[src/rtl/serial_sub_pkg.sv]
// +--------------------------------------------------------------+
// | serial_sub_pkg: state encoding and sizing helpers for         |
// | serial_sub.                          Revision: 1.0            |
// +--------------------------------------------------------------+
`default_nettype none

package serial_sub_pkg;

  typedef enum logic [1:0] {
    IDLE = 2'd0,
    RUN  = 2'd1,
    DONE = 2'd2
  } state_t;

  function automatic int num_digits(input int width, input int digit);
    return width / digit;
  endfunction

  // A one-digit operation still needs a 1-bit counter.
  function automatic int cnt_width(input int n);
    return (n <= 1) ? 1 : $clog2(n);
  endfunction

endpackage

`default_nettype wire

[src/rtl/full_sub_cell.sv]
// +--------------------------------------------------------------+
// | full_sub_cell: one-bit combinational full subtractor.         |
// |                                      Revision: 1.0            |
// +--------------------------------------------------------------+
`default_nettype none

module full_sub_cell (
  input  logic x,
  input  logic y,
  input  logic bi,
  output logic d,
  output logic bo
);

  assign d  = x ^ y ^ bi;
  assign bo = (~x & y) | (~(x ^ y) & bi);

endmodule

`default_nettype wire

[src/rtl/serial_sub.sv]
// +--------------------------------------------------------------+
// | serial_sub: digit-serial a - b - bin, LSB first, with a       |
// | start/busy/done handshake. Macro SERIAL_SUB_OVF_EN adds ovf.  |
// |                                      Revision: 1.0            |
// +--------------------------------------------------------------+
`default_nettype none

module serial_sub
  import serial_sub_pkg::*;
#(
  parameter int WIDTH = 8,
  parameter int DIGIT = 1
) (
  input  logic             clk,
  input  logic             rst_n,
  input  logic             start,
  input  logic [WIDTH-1:0] a,
  input  logic [WIDTH-1:0] b,
  input  logic             bin,
  output logic             busy,
  output logic             done,
  output logic [WIDTH-1:0] diff,
  output logic             bout
`ifdef SERIAL_SUB_OVF_EN
  ,
  output logic             ovf
`endif
);

  localparam int N     = num_digits(WIDTH, DIGIT);
  localparam int CNT_W = cnt_width(N);
  localparam logic [CNT_W-1:0] LAST_CNT = CNT_W'(N - 1);

  if (WIDTH < 2) begin : g_width_check
    $error("serial_sub: WIDTH must be at least 2");
  end
  if (DIGIT < 1 || (WIDTH % DIGIT) != 0) begin : g_digit_check
    $error("serial_sub: DIGIT must divide WIDTH");
  end

  state_t state, state_next;

  logic [WIDTH-1:0] a_r, b_r, res_r, res_full;
  logic             borrow_r;
  logic [CNT_W-1:0] cnt;
  logic [DIGIT-1:0] a_slice, b_slice, d_slice;
  logic [DIGIT:0]   chain;
  logic             accept, last;
  int               base;

  assign accept = start && (state != RUN);
  assign last   = (cnt == LAST_CNT);

  always_ff @(posedge clk or negedge rst_n) begin
    if (!rst_n) begin
      state <= IDLE;
    end else begin
      state <= state_next;
    end
  end

  always_comb begin
    state_next = state;
    busy       = 1'b0;
    done       = 1'b0;
    case (state)
      IDLE: begin
        if (start) state_next = RUN;
      end
      RUN: begin
        busy = 1'b1;
        if (last) state_next = DONE;
      end
      DONE: begin
        done       = 1'b1;
        state_next = start ? RUN : IDLE;
      end
      default: state_next = IDLE;
    endcase
  end

  // Current digit of the operands, and the result with this digit merged in.
  always_comb begin
    base     = int'(cnt) * DIGIT;
    a_slice  = a_r[base +: DIGIT];
    b_slice  = b_r[base +: DIGIT];
    res_full = res_r;
    res_full[base +: DIGIT] = d_slice;
  end

  assign chain[0] = borrow_r;

  for (genvar i = 0; i < DIGIT; i++) begin : g_cell
    full_sub_cell u_cell (
      .x  (a_slice[i]),
      .y  (b_slice[i]),
      .bi (chain[i]),
      .d  (d_slice[i]),
      .bo (chain[i+1])
    );
  end

  always_ff @(posedge clk or negedge rst_n) begin
    if (!rst_n) begin
      a_r      <= '0;
      b_r      <= '0;
      res_r    <= '0;
      borrow_r <= 1'b0;
      cnt      <= '0;
      diff     <= '0;
      bout     <= 1'b0;
`ifdef SERIAL_SUB_OVF_EN
      ovf      <= 1'b0;
`endif
    end else if (accept) begin
      a_r      <= a;
      b_r      <= b;
      borrow_r <= bin;
      cnt      <= '0;
    end else if (state == RUN) begin
      res_r    <= res_full;
      borrow_r <= chain[DIGIT];
      cnt      <= cnt + 1'b1;
      // Outputs change only on the edge that enters DONE.
      if (last) begin
        diff <= res_full;
        bout <= chain[DIGIT];
`ifdef SERIAL_SUB_OVF_EN
        ovf  <= (a_r[WIDTH-1] != b_r[WIDTH-1]) && (res_full[WIDTH-1] != a_r[WIDTH-1]);
`endif
      end
    end
  end

endmodule

`default_nettype wire

[config.mk]
export PLATFORM = sky130hd
export DESIGN_NAME = serial_sub
export DESIGN_NICKNAME = d
export VERILOG_FILES = /design/src/rtl/serial_sub_pkg.sv /design/src/rtl/full_sub_cell.sv /design/src/rtl/serial_sub.sv
export SDC_FILE = /design/constraint.sdc
export NUM_CORES = 1
export LEC_CHECK = 0
export BUFFER_PORTS_ARGS = -buffer_cell sky130_fd_sc_hd__buf_2
export CAP_MARGIN = 10
export CORE_MARGIN = 2
export CORE_UTILIZATION = 40
export DETAILED_ROUTE_END_ITERATION = 8
export PLACE_DENSITY = 0.58
export SLEW_MARGIN = 25
export SYNTH_ARGS = -nofsm -noshare
export SYNTH_HDL_FRONTEND = slang
export SYNTH_SLANG_ARGS = --single-unit
[constraint.sdc]
create_clock -name clk -period 5.21 [get_ports clk]
set_input_delay 0 -clock clk [delete_from_list [all_inputs] [get_ports clk]]
set_output_delay 0 -clock clk [all_outputs]
set_load 0.01 [all_outputs]
==> flow_metrics.py <==
metrics = {
    "clock_network": {
        "cts.sinks": 39,
        "cts.htree.levels": 2,
        "clk_path_buf_depth": 2,
        "cts_tree": "built",
        "post-cts-setup-buffer-count": 0,
        "clock_latency_ns": 0.28,
        "cts_buffers": 5,
        "cts.clk_slew.worst_paths_ns": 0.07,
        "cts_root_buf": "clkbuf_8",
    },
    "sta": {
        "maxSlewViolCount": 0,
        "finalClockSkew_ns": 0.006032,
        "hold_viol_final": 0,
        "min_period_ns": 3.067,
        "max_freq_mhz": 326.1,
        "setup_viol": 0,
        "relSlewSlack_pct": 42.54,
        "tightest_slew_ns": 0.8620,
        "fin_tns_setup_ns": 0,
        "post-route-period-util_pct": 58.87,
        "rsz0062_at_grt": "false",
    },
    "critical_path": {
        "crit_top_cell": "nand2_1",
        "r2r-end": "diff[2]$_DFFE_PN0P_",
        "critPathMaxStageDelay_ns": 0.73,
        "critical_path_class": "reg -> reg",
        "path_max_fanout": 16,
        "crit_slowest_cell": "dfrtp_1",
        "rrSetupSlack_ns": 2.14,
        "endpoint_kind": "flip-flop",
        "cp_top_family": "simple AND/OR/NAND/NOR gates",
        "worst-endpoint-arrival_ns": 3.27,
        "r2r-start": "cnt[0]$_DFFE_PN0P_",
        "cp.required_ns": 5.41,
        "crit_chain": "mux4_2 -> nand2_1 -> nand2_1 -> fa_1 -> nor4bb_1 -> nand4_1 -> a31oi_1",
        "rr_worst_depth": 7,
        "crit_cells": 7,
        "cp_num_buf_inv": 0,
        "critPathLaunchType": "flip-flop",
    },
    "routing": {
        "drc": 0,
        "wl_um": 3600,
        "drt_first_pass_iters": 3,
        "routed.top_layer": "met4",
        "routed-wl-met3_um": 125,
        "wl_met1_um": 1636,
        "viasPerCell": 5.240,
        "initialDrtViolationCount": 38,
        "final_antenna_net_count": 0,
        "vias": 1378,
        "dr_wl_met2_um": 1822,
        "routedWlPerCell_um": 13.69,
    },
    "global_routing": {
        "grt_util_all_layers_pct": 15.53,
        "overflow": 0,
        "antenna_found_initial": 0,
        "grt_pass1_vias": 1441,
        "grt_max_degree": 40,
        "grt_pass1_wl_um": 6444,
    },
    "placed_design": {
        "hpwl_um": 2533,
        "dp.cells": 239,
        "gp_congestion": 0.7690,
        "port_buffers": 30,
    },
    "die": {
        "io_pins": 31,
        "row_count": 25,
        "coreArea_um2": 4692,
        "dieArea_um2": 5402,
        "die_y_um": 73.50,
        "die_w_um": 73.50,
        "initial_utilization_pct": 41.17,
    },
    "synthesis": {
        "yosys.cell_types.count": 34,
        "seq_area_frac_synth_pct": 50.52,
        "synth_seq_cells": 39,
        "yosysMostFrequentCell": "dfrtp_1",
        "syn-mean-instance-area_um2": 11.85,
        "netlist_area_um2": 1932,
        "synth.top_cells.by_count": "39 x dfrtp_1, 23 x mux2_2, 10 x nand2_1",
        "synth_top_area_share_pct": 50.52,
        "syn_nets": 191,
        "synth_area_leaders": "dfrtp_1 51%, mux2_2 13%, mux4_2 4.7%, ha_1 4.5%, a31oi_1 2.6%",
        "async_reset_ff_share_pct": 100.0,
        "synth_flop_cell": "dfrtp_1",
        "synth_area_leader_cell": "dfrtp_1",
        "yosys_warnings": 0,
        "syn_inst": 163,
        "synth_edf_count": 0,
    },
    "cells_and_area": {
        "layoutNonFillerInstCount": 263,
        "antenna_cells": 0,
        "layout-drive-gt1-share_pct": 32.06,
        "area_growth_pct": 22.93,
        "nets": 238,
        "fillers": 441,
    },
    "power_and_ir_drop": {
        "seq_power_share_pct": 38.5,
        "p_int_w": 0.0008740,
        "ir_drop_uv": 221.3,
        "swShare_pct": 37.68,
        "leakage_nw": 1.079,
        "power_density_nw_per_um2": 590.5,
        "p_comb_share_pct": 48.6,
        "p_clk_share_pct": 12.9,
        "p_switching_w": 0.0005283,
    },
    "min_path": {
        "min_to": "borrow_r$_DFFE_PN0P_",
        "hold_depth": 4,
        "hold_start": "bin",
        "hold_path_class": "in -> reg",
    },
    "job": {
        "maxCapViolations": 0,
    },
    "run_status": {
        "status": "finished, final reports clean",
    },
}
[worst reg2reg max path: stages, from the launching register on]
cell and delay [ns]:
dfrtp_1 0.73, mux4_2 0.58, nand2_1 0.09, nand2_1 0.07, fa_1 0.63, nor4bb_1 0.54, nand4_1 0.17, a31oi_1 0.18
[worst max path at each step]
stage | end | from | slack (ns)
after floorplan | diff[2]$_DFFE_PN0P_ | cnt[0]$_DFFE_PN0P_ | 2.53
after global placement | diff[2]$_DFFE_PN0P_ | cnt[0]$_DFFE_PN0P_ | 2.27
after CTS | diff[2]$_DFFE_PN0P_ | cnt[0]$_DFFE_PN0P_ | 2.14
final | diff[2]$_DFFE_PN0P_ | cnt[0]$_DFFE_PN0P_ | 2.14
after global routing | diff[2]$_DFFE_PN0P_ | cnt[0]$_DFFE_PN0P_ | 1.88
after detailed placement | diff[2]$_DFFE_PN0P_ | cnt[0]$_DFFE_PN0P_ | 2.15
[registers in the layout (all words and copies together), names as in the netlist]
register	count
a_r	8
b_r	8
diff	8
res_r	8
cnt	3
state	2
borrow_r	1
bout	1
[layout by cell type, fill, tap and decap left out, drive strengths merged, types with 4 or more instances in the layout]
cell and n:
nand2b 5, clkbuf 6, nand2 10, dlygate4sd3 18
mux2 24, mux4 4, ha 7, nor3 7
nor2 8, inv 8, nand3 5, buf 30
a31oi 8, o21ai 8, dfrtp 39
[routing by layer]
layer	track usage, %	vias to the layer above
met5	0	-
met4	3.636	0
met3	4.801	2
met2	27.18	25
met1	18.63	671
li1	-	680
[repair_timing]
action                                 in CTS  in global routing
hold buffers                               18                  0
endpoints found under the hold margin      57                  0
gates resized for setup                     0                  0
[area by class of cell]
| cell class | count | area (um^2) | area share [%] |
|---|---|---|---|
| timing repair buffer | 48 | 330.3 | 13.91 |
| sequential | 39 | 975.9 | 41.10 |
| tap | 54 | 67.56 | 2.845 |
| clock buffer | 6 | 72.57 | 3.056 |
| inverter | 8 | 30.03 | 1.264 |
| multi-input combinational | 108 | 898.4 | 37.83 |
[metrics by stage]
stage	setup slack, ns	utilization (%)	cell area (um^2)	hold slack [ns]	total power [W]
floorplan	2.533	-	1932	-0.2956	0.001052
global placement	2.269	45.12	2117	0.1529	0.001198
detailed placement	2.153	45.12	2117	0.1658	0.001223
CTS	2.140	50.51	2370	0.05134	0.001421
global route	1.881	50.61	2375	0.06598	0.001534
finish	2.143	50.61	2375	0.05817	0.001402
[power by group through the flow]
stage	clock [W]	combinational (W)	sequential, W
after floorplan	0	0.000527	0.000525
after global placement	0	0.000656	0.000542
after detailed placement	0	0.000677	0.000546
after CTS	0.000190	0.000690	0.000540
after global routing	0.000203	0.000768	0.000563
final	0.000181	0.000681	0.000540
[cells by family after synthesis]
group                      synth area share, %
and+or+nand+nor                          13.73
buffers and inverters                    3.238
muxes                                    19.88
AOI/OAI and AO/OA                        7.060
DFF                                      50.52
adders and majority gates                5.570
No activity file was read; power rests on OpenSTA's default activity.
